## config.mk

```make
export PLATFORM = sky130hd
export DESIGN_NAME = exe_stage
export DESIGN_NICKNAME = d
export VERILOG_FILES = /design/src/rtl/arm_pkg.sv /design/src/rtl/val2_gen.sv /design/src/rtl/exe_stage.sv
export SDC_FILE = /design/constraint.sdc
export NUM_CORES = 1
export LEC_CHECK = 0
export ABC_CLOCK_PERIOD_IN_PS = 13000
export BUFFER_PORTS_ARGS = -buffer_cell sky130_fd_sc_hd__buf_2
export CAP_MARGIN = 20
export CORE_ASPECT_RATIO = 2
export CORE_UTILIZATION = 30
export CTS_BUF_LIST = sky130_fd_sc_hd__clkbuf_16
export CTS_CLUSTER_SIZE = 16
export DETAILED_ROUTE_END_ITERATION = 16
export GPL_TIMING_DRIVEN = 0
export HOLD_SLACK_MARGIN = 0.02
export PLACE_DENSITY = 0.46
export SYNTH_ARGS = -nofsm -noshare
export SYNTH_HDL_FRONTEND = slang
export SYNTH_SLANG_ARGS = --single-unit
```

## constraint.sdc

```tcl
create_clock -name clk -period 13 [get_ports clk]
set_input_delay 2.6 -clock clk [delete_from_list [all_inputs] [get_ports clk]]
set_output_delay 2.6 -clock clk [all_outputs]
set_load 0.01 [all_outputs]
```

## src/rtl/arm_pkg.sv

```systemverilog
// Shared encodings for the ARM execute stage: ALU commands, shifter types,
// forwarding selects and NZCV bit positions.
package arm_pkg;

  localparam int WIDTH = 32;

  typedef enum logic [3:0] {
    CMD_MOV = 4'b0001,
    CMD_ADD = 4'b0010,
    CMD_ADC = 4'b0011,
    CMD_SUB = 4'b0100,
    CMD_SBC = 4'b0101,
    CMD_AND = 4'b0110,
    CMD_ORR = 4'b0111,
    CMD_EOR = 4'b1000,
    CMD_MVN = 4'b1001
  } exe_cmd_e;

  typedef enum logic [1:0] {
    SH_LSL = 2'b00,
    SH_LSR = 2'b01,
    SH_ASR = 2'b10,
    SH_ROR = 2'b11
  } shift_e;

  typedef enum logic [1:0] {
    FWD_REG = 2'b00,
    FWD_MEM = 2'b01,
    FWD_WB  = 2'b10,
    FWD_RSV = 2'b11
  } fwd_sel_e;

  localparam int ST_N = 3;
  localparam int ST_Z = 2;
  localparam int ST_C = 1;
  localparam int ST_V = 0;

  // The reserved select code falls back to the register-file value.
  function automatic logic [WIDTH-1:0] fwd_mux(input logic [1:0] sel,
                                               input logic [WIDTH-1:0] rf_val,
                                               input logic [WIDTH-1:0] mem_val,
                                               input logic [WIDTH-1:0] wb_val);
    case (sel)
      FWD_MEM: return mem_val;
      FWD_WB:  return wb_val;
      default: return rf_val;
    endcase
  endfunction

endpackage

```

## src/rtl/val2_gen.sv

```systemverilog
// Builds the second ALU operand: memory offset, rotated immediate or shifted Rm.
module val2_gen
  import arm_pkg::*;
(
  input  logic             mem_en,
  input  logic             imm,
  input  logic [11:0]      shift_operand,
  input  logic [WIDTH-1:0] val_rm,
  output logic [WIDTH-1:0] val2
);

  logic [4:0]       rot_amt;
  logic [4:0]       sh_amt;
  logic [WIDTH-1:0] imm32;
  logic [WIDTH-1:0] imm_rot;
  logic [WIDTH-1:0] rm_shift;

  assign rot_amt = {shift_operand[11:8], 1'b0};
  assign sh_amt  = shift_operand[11:7];
  assign imm32   = {24'd0, shift_operand[7:0]};
  // A left shift by the full width yields zero, so rotate 0 degenerates cleanly.
  assign imm_rot = (imm32 >> rot_amt) | (imm32 << (6'd32 - {1'b0, rot_amt}));

  always_comb begin
    rm_shift = val_rm;
    if (sh_amt != 5'd0) begin
      case (shift_e'(shift_operand[6:5]))
        SH_LSL:  rm_shift = val_rm << sh_amt;
        SH_LSR:  rm_shift = val_rm >> sh_amt;
        SH_ASR:  rm_shift = $signed(val_rm) >>> sh_amt;
        default: rm_shift = (val_rm >> sh_amt) | (val_rm << (6'd32 - {1'b0, sh_amt}));
      endcase
    end
  end

  always_comb begin
    if (mem_en)   val2 = {20'd0, shift_operand};
    else if (imm) val2 = imm_rot;
    else          val2 = rm_shift;
  end

endmodule

```

## src/rtl/exe_stage.sv

```systemverilog
// ARM execute stage: operand forwarding, Val2, ALU, branch target and the
// registered NZCV status.
module exe_stage
  import arm_pkg::*;
#(
  parameter int WIDTH = 32
) (
  input  logic             clk,
  input  logic             rst,
  input  logic [3:0]       exe_cmd,
  input  logic             mem_r_en,
  input  logic             mem_w_en,
  input  logic             s_update,
  input  logic [WIDTH-1:0] pc,
  input  logic [WIDTH-1:0] val_rn,
  input  logic [WIDTH-1:0] val_rm,
  input  logic             imm,
  input  logic [11:0]      shift_operand,
  input  logic [23:0]      signed_imm24,
  input  logic             carry_in,
  input  logic [1:0]       sel_src1,
  input  logic [1:0]       sel_src2,
  input  logic [WIDTH-1:0] fwd_mem,
  input  logic [WIDTH-1:0] fwd_wb,
  output logic [WIDTH-1:0] alu_result,
  output logic [WIDTH-1:0] st_val,
  output logic [WIDTH-1:0] branch_addr,
  output logic [3:0]       status
);

  logic             mem_en;
  logic [3:0]       cmd;
  logic [WIDTH-1:0] op_a;
  logic [WIDTH-1:0] op_rm;
  logic [WIDTH-1:0] val2;
  logic [WIDTH:0]   sum;
  logic [WIDTH-1:0] res;
  logic             c_flag;
  logic             v_flag;
  logic [3:0]       status_q;
  logic [3:0]       status_d;

  assign mem_en = mem_r_en | mem_w_en;
  assign cmd    = mem_en ? CMD_ADD : exe_cmd;
  assign op_a   = fwd_mux(sel_src1, val_rn, fwd_mem, fwd_wb);
  assign op_rm  = fwd_mux(sel_src2, val_rm, fwd_mem, fwd_wb);

  val2_gen u_val2_gen (
    .mem_en        (mem_en),
    .imm           (imm),
    .shift_operand (shift_operand),
    .val_rm        (op_rm),
    .val2          (val2)
  );

  // Subtraction is A + ~B + carry so bit WIDTH is directly the ARM "not borrow".
  always_comb begin
    sum    = '0;
    res    = '0;
    c_flag = status_q[ST_C];
    v_flag = status_q[ST_V];
    case (cmd)
      CMD_MOV: res = val2;
      CMD_MVN: res = ~val2;
      CMD_ADD, CMD_ADC: begin
        sum    = {1'b0, op_a} + {1'b0, val2} + {{WIDTH{1'b0}}, (cmd == CMD_ADC) & carry_in};
        res    = sum[WIDTH-1:0];
        c_flag = sum[WIDTH];
        v_flag = (op_a[WIDTH-1] == val2[WIDTH-1]) && (res[WIDTH-1] != op_a[WIDTH-1]);
      end
      CMD_SUB, CMD_SBC: begin
        sum    = {1'b0, op_a} + {1'b0, ~val2} + {{WIDTH{1'b0}}, (cmd == CMD_SUB) | carry_in};
        res    = sum[WIDTH-1:0];
        c_flag = sum[WIDTH];
        v_flag = (op_a[WIDTH-1] != val2[WIDTH-1]) && (res[WIDTH-1] != op_a[WIDTH-1]);
      end
      CMD_AND: res = op_a & val2;
      CMD_ORR: res = op_a | val2;
      CMD_EOR: res = op_a ^ val2;
      default: res = '0;
    endcase
  end

  assign status_d = s_update ? {res[WIDTH-1], (res == '0), c_flag, v_flag} : status_q;

  always_ff @(posedge clk) begin
    if (rst) status_q <= 4'b0000;
    else     status_q <= status_d;
  end

  assign alu_result  = res;
  assign st_val      = op_rm;
  assign branch_addr = pc + {{(WIDTH-26){signed_imm24[23]}}, signed_imm24, 2'b00};
  assign status      = status_q;

endmodule

```

==> results.yml, run 1 <==
synthesis:
  synth_top_family_by_area: "compound AO/OA/AOI/OAI gates"
  syn_area_per_cell_um2: 6.921
  synth_mux_area_share_pct: 18.21
  synth_compound_area_share_pct: 39.24
  synthCells: 2680
  ys_types: 99
  synth_seq_cells: 4
  yosysWarnings: 0
  synthArstFlopShare_pct: 0
  ys.flop_type: "dfxtp_1"
  synth_xor_xnor_area_share_pct: 2.597
  synth_sequential_area_ratio_pct: 0.4317
  synth_area_um2: 18550
  synth_edf_count: 0
  synth_fp_nets: 3030
  synthAdderAreaFrac_pct: 9.579
  yosys.area_share.simple_pct: 20.85
placed_design:
  hpwl_um: 148600
  place_congestion: 1.174
  io_buffers: 303
  placed_cells: 3800
  place_area_um2: 21390
  pre_cts_slack_ns: -3.860
global_route:
  globalRouteTotalUtil_pct: 69.11
  overflow: 309
  grt_max_degree: 12
  grt_pass1_wl_um: 307200
  grt_pass1_vias: 32820
floorplanning:
  die_w_um: 177.8
  row_count: 128
  io_pins: 311
  initial_utilization_pct: 30.40
  die_h_um: 353.6
clocking:
  cts_buffers: 3
  cts_buffer_depth: 2
  cts_root_buffer: "clkbuf_16"
  cts_max_level: 1
  cts_sinks: 4
  cts_hold_buffers: 0
run_status:
  status: "stopped before the end"
  haltStage: "global routing"
  tool.error: "[ERROR GRT-0116] Global routing finished with congestion. Check the congestion regions in the DRC Viewer."
==> metal layers <==
metal	GRT overflow	global-route usage, %
met5	0	14.31
met4	128	72.96
met3	2	50.56
met2	179	89.18
met1	0	66.68
==> Yosys cell counts, types with 12 or more instances <==
library cell    n  area [µm²]
o221ai_1       22       192.7
and3_1         16       100.1
o2111ai_1      12       105.1
o21ai_0       226        1131
o22ai_1        41       256.5
o21bai_1       15       112.6
clkbuf_1      137       514.2
a211oi_1       38       285.3
nand3_1        60       300.3
nor2_1        250       938.4
mux4_2        110        2477
nand2_1       261       979.7
a221o_1        15       150.1
a311oi_1       16       140.1
o31ai_1        21       157.7
a22oi_1        76       570.6
buf_4          14       105.1
a22o_1         44       385.4
ha_1          134        1677
mux2i_1        70       700.7
or2_2          19       118.9
buf_2          48       240.2
a221oi_1       33       289.0
nor4_1         17       106.4
xor2_1         12       105.1
o21a_1         19       142.6
nand4_1        13       81.33
a211o_1        14       122.6
and2_1         16       100.1
mux2_2         14       157.7
a21o_1         37       277.8
xnor2_1        43       376.6
a21oi_1       166       830.8
o211ai_1       59       442.9
a31oi_1        37       231.5
nor2b_1        35       219.0
buf_1          16       60.06
or3_1          17       106.4
nand2b_1       31       193.9
nor3_1         80       400.4
inv_1         168       630.6
==> through the flow <==
stage | hold slack (ns) | setup TNS, ns
4_1_cts | 0.4569 | 0
3_5_place_dp | 0.4473 | -72.94
3_3_place_gp | 0.4424 | -87.71
2_1_floorplan | 0.4812 | 0
==> timing repair <==
action                                  4_1_cts
pin swaps                                    12
gates resized for setup                     156
endpoints found under the setup margin       35
gates cloned                                  0
buffers inserted                             15
==> kinds of logic after synthesis <==
logic type      count (synthesis)
xor+xnor                       55
buf+inv                       402
simple gates                  841
mux                           197
compound gates               1042
fa+ha+maj                     139
flops                           4
==> run 2, diff against run 1 <==
--- a/config.mk
+++ b/config.mk
@@ -8,14 +8,10 @@
 export ABC_CLOCK_PERIOD_IN_PS = 13000
 export BUFFER_PORTS_ARGS = -buffer_cell sky130_fd_sc_hd__buf_2
 export CAP_MARGIN = 20
-export CORE_ASPECT_RATIO = 2
-export CORE_UTILIZATION = 30
-export CTS_BUF_LIST = sky130_fd_sc_hd__clkbuf_16
-export CTS_CLUSTER_SIZE = 16
+export CORE_UTILIZATION = 20
 export DETAILED_ROUTE_END_ITERATION = 16
 export GPL_TIMING_DRIVEN = 0
-export HOLD_SLACK_MARGIN = 0.02
-export PLACE_DENSITY = 0.46
+export PLACE_DENSITY_LB_ADDON = 0.15
 export SYNTH_ARGS = -nofsm -noshare
 export SYNTH_HDL_FRONTEND = slang
 export SYNTH_SLANG_ARGS = --single-unit
==> results.yml, run 2 <==
clocking:
  cts_buffers: 3
  clk_pin_slew_ns: 0.04
  cts_buffer_depth: 2
  clk_latency_ns: 0.23
  cts_max_level: 1
  cts_sinks: 4
  tritoncts: "built"
  cts_root_buffer: "clkbuf_16"
finish:
  syn2layout_area_growth_pct: 24.78
  layout_commonest_cell: "buf_2"
  drive_above_1_share_pct: 24.62
  final.fill_count: 10470
  fin_nets: 3398
  final_cell_mix: "349 x buf_2, 259 x nand2_1, 243 x nor2_1"
  largest_register_ffs: 4
  final_core_util_pct: 25.21
route:
  viasPerCell: 6.265
  wl_um: 161700
  ant_nets: 0
  first_pass_iters: 6
  drt_iter0_markers: 3969
  drcViolationCount: 0
  vias: 26890
  routedWlPerCell_um: 37.68
floorplanning:
  core_um2: 91800
  fp.dieArea_um2: 93960
  die_h_um: 306.5
  initial_utilization_pct: 20.20
  die_w_um: 306.5
  io_pins: 311
  row_count: 111
worst_setup_path:
  worstSetupEndpoint: "alu_result[30]"
  r2r-start: "status[1]$_SDFFE_PP0P_"
  r2r-end: "status[1]$_SDFFE_PP0P_"
  path_common_cell: "clkbuf_2"
  crit_type: "input pin to output pin"
  cp.depth: 25
  path_max_fanout: 10
  cp-end-kind: "output pin"
  rrSetupSlack_ns: 12.30
  worst-endpoint-arrival_ns: 10.47
  cp-start-kind: "input pin"
  worst-path-buf-inv: 7
  required_ns: 10.40
  crit_slowest_cell: "o41a_1"
  crit_family: "compound AO/OA/AOI/OAI gates"
  cpPeakStageDelay_ns: 0.57
  startpoint: "shift_operand[11]"
  worst-r2r-cell-count: 2
global_route:
  busiest_layer: "met2"
  antenna_found_initial: 13
  grt_pass1_vias: 25210
  grt_pass1_wl_um: 217800
  use_met1_pct: 42.17
  grt_max_degree: 12
  overflow: 0
  use_met2_pct: 49.96
  globalRouteTotalUtil_pct: 33.17
  grt.met3_usage_pct: 8.911
timing:
  fin_crit_sh_pct: 100.6
  fin_crit_ns: 13.07
  setup_viol: 2
  fin_skew_ns: 0
  fin_tns_setup_ns: -0.1224
  rsz0062_at_grt: "true"
  relSlewSlack_pct: 11.14
  maxSlewViolCount: 0
  fin_ws_ns: -0.07384
  tightest_slew_ns: 1.333
  hold_viol_final: 0
  max_freq_mhz: 76.49
run_status:
  status: "finished, violations left"
  violations: "negative setup slack"
synthesis:
  synth_area_um2: 18550
  synthCells: 2680
  ys.flop_type: "dfxtp_1"
  ys_top_cells_by_area: "mux4_2 13%, ha_1 9.0%, o21ai_0 6.1%"
  synth_fp_nets: 3030
  yosys-top-cells-count: "261 x nand2_1, 250 x nor2_1, 226 x o21ai_0"
  synthArstFlopShare_pct: 0
  syn_area_per_cell_um2: 6.921
  synth_top_area_share_pct: 13.36
  synth_seq_cells: 4
  yosysMostFrequentCell: "nand2_1"
  yosys.area.top_type: "mux4_2"
  synth_edf_count: 0
  ys_types: 99
  yosysWarnings: 0
  synth_sequential_area_ratio_pct: 0.4317
power:
  total_power_mw: 1.726
  leakagePower_nw: 9.200
  ir_drop_mv: 0.02621
  powerDensity_nw_per_um2: 74.59
placed_design:
  io_buffers: 303
  pre_cts_slack_ns: -3.764
  place_congestion: 1.115
  hpwl_um: 131200
job:
  drv_cap: 0
min_path:
  worstHoldPathCells: 2
  hold_path_class: "flip-flop to flip-flop"
-- run 2: cell counts after synthesis --
No cell type changed its count.
-- run 2: layout make-up --
| class | instances | area [µm²] | share of cell area, % |
|---|---|---|---|
| Multi-Input combinational cell | 2274 | 17510 | 75.67 |
| Timing Repair Buffer | 371 | 2074 | 8.964 |
| Tap cell | 1243 | 1555 | 6.720 |
| Buffer | 215 | 1150 | 4.968 |
| Inverter | 179 | 688.2 | 2.973 |
| Sequential cell | 4 | 80.08 | 0.3460 |
| Clock buffer | 3 | 75.07 | 0.3244 |
| Antenna cell | 3 | 7.507 | 0.03244 |
-- run 2: metrics by stage --
stage,std cells,hold WS [ns],cell area (µm²)
detailed placement,4247,0.4580,21820
CTS,4266,0.4678,22580
global route,4289,0.4929,23140
floorplan,2680,0.4812,18550
global placement,4226,0.4504,21620
finish,4292,0.4608,23140
-- run 2: kinds of logic (layout without fill, tap and decap cells) --
group | count (synthesis) | after routing | synth area share, %
AOI/OAI and AO/OA | 1042 | 1042 | 39.24
and+or+nand+nor | 841 | 841 | 20.85
buffers and inverters | 402 | 768 | 9.093
muxes | 197 | 197 | 18.21
adders and majority gates | 139 | 139 | 9.579
xor gates and xnor gates | 55 | 55 | 2.597
DFF | 4 | 4 | 0.4317
other | 0 | 3 | 0
-- run 2: repair_timing --
item | in CTS | in global routing
pin swaps | 13 | 19
resized for setup | 138 | 86
setup buffers | 18 | 25
gates cloned | 0 | 0
hold buffers | 0 | 0
endpoints found under the setup margin | 34 | 16
-- run 2: worst min-delay path by stage --
stage / start / to / slack [ns]
2_1_floorplan: status[0]$_SDFFE_PP0P_ / status[0]$_SDFFE_PP0P_ / 0.48
3_3_place_gp: status[2]$_SDFFE_PP0P_ / status[2]$_SDFFE_PP0P_ / 0.45
3_5_place_dp: status[2]$_SDFFE_PP0P_ / status[2]$_SDFFE_PP0P_ / 0.46
4_1_cts: status[2]$_SDFFE_PP0P_ / status[2]$_SDFFE_PP0P_ / 0.47
5_1_grt: status[0]$_SDFFE_PP0P_ / status[0]$_SDFFE_PP0P_ / 0.49
6_report: status[0]$_SDFFE_PP0P_ / status[0]$_SDFFE_PP0P_ / 0.46
-- run 2: per-layer routing --
layer,wire length (µm),part of all wire (%),vias up
met5,57,0.035,-
met4,12860,8.0,10
met3,17730,11,516
met2,67110,41,2122
met1,63980,40,13210
li1,-,-,11030
-- run 2: power by group --
| part | switching (mW) | internal, mW | leakage [nW] |
|---|---|---|---|
| Combinational | 1.13 | 0.532 | 9.13 |
| Sequential | 0.000308 | 0.0130 | 0.0327 |
| Clock | 0.0123 | 0.0397 | 0.0370 |
| Total | 1.14 | 0.584 | 9.20 |
-- run 2: worst register-to-register path, cell delays in order (launching register included) --
cell and delay [ns]:
dfxtp_1 0.33, a32oi_1 0.16, a21oi_1 0.09
Power figures use the tool's default switching activity.
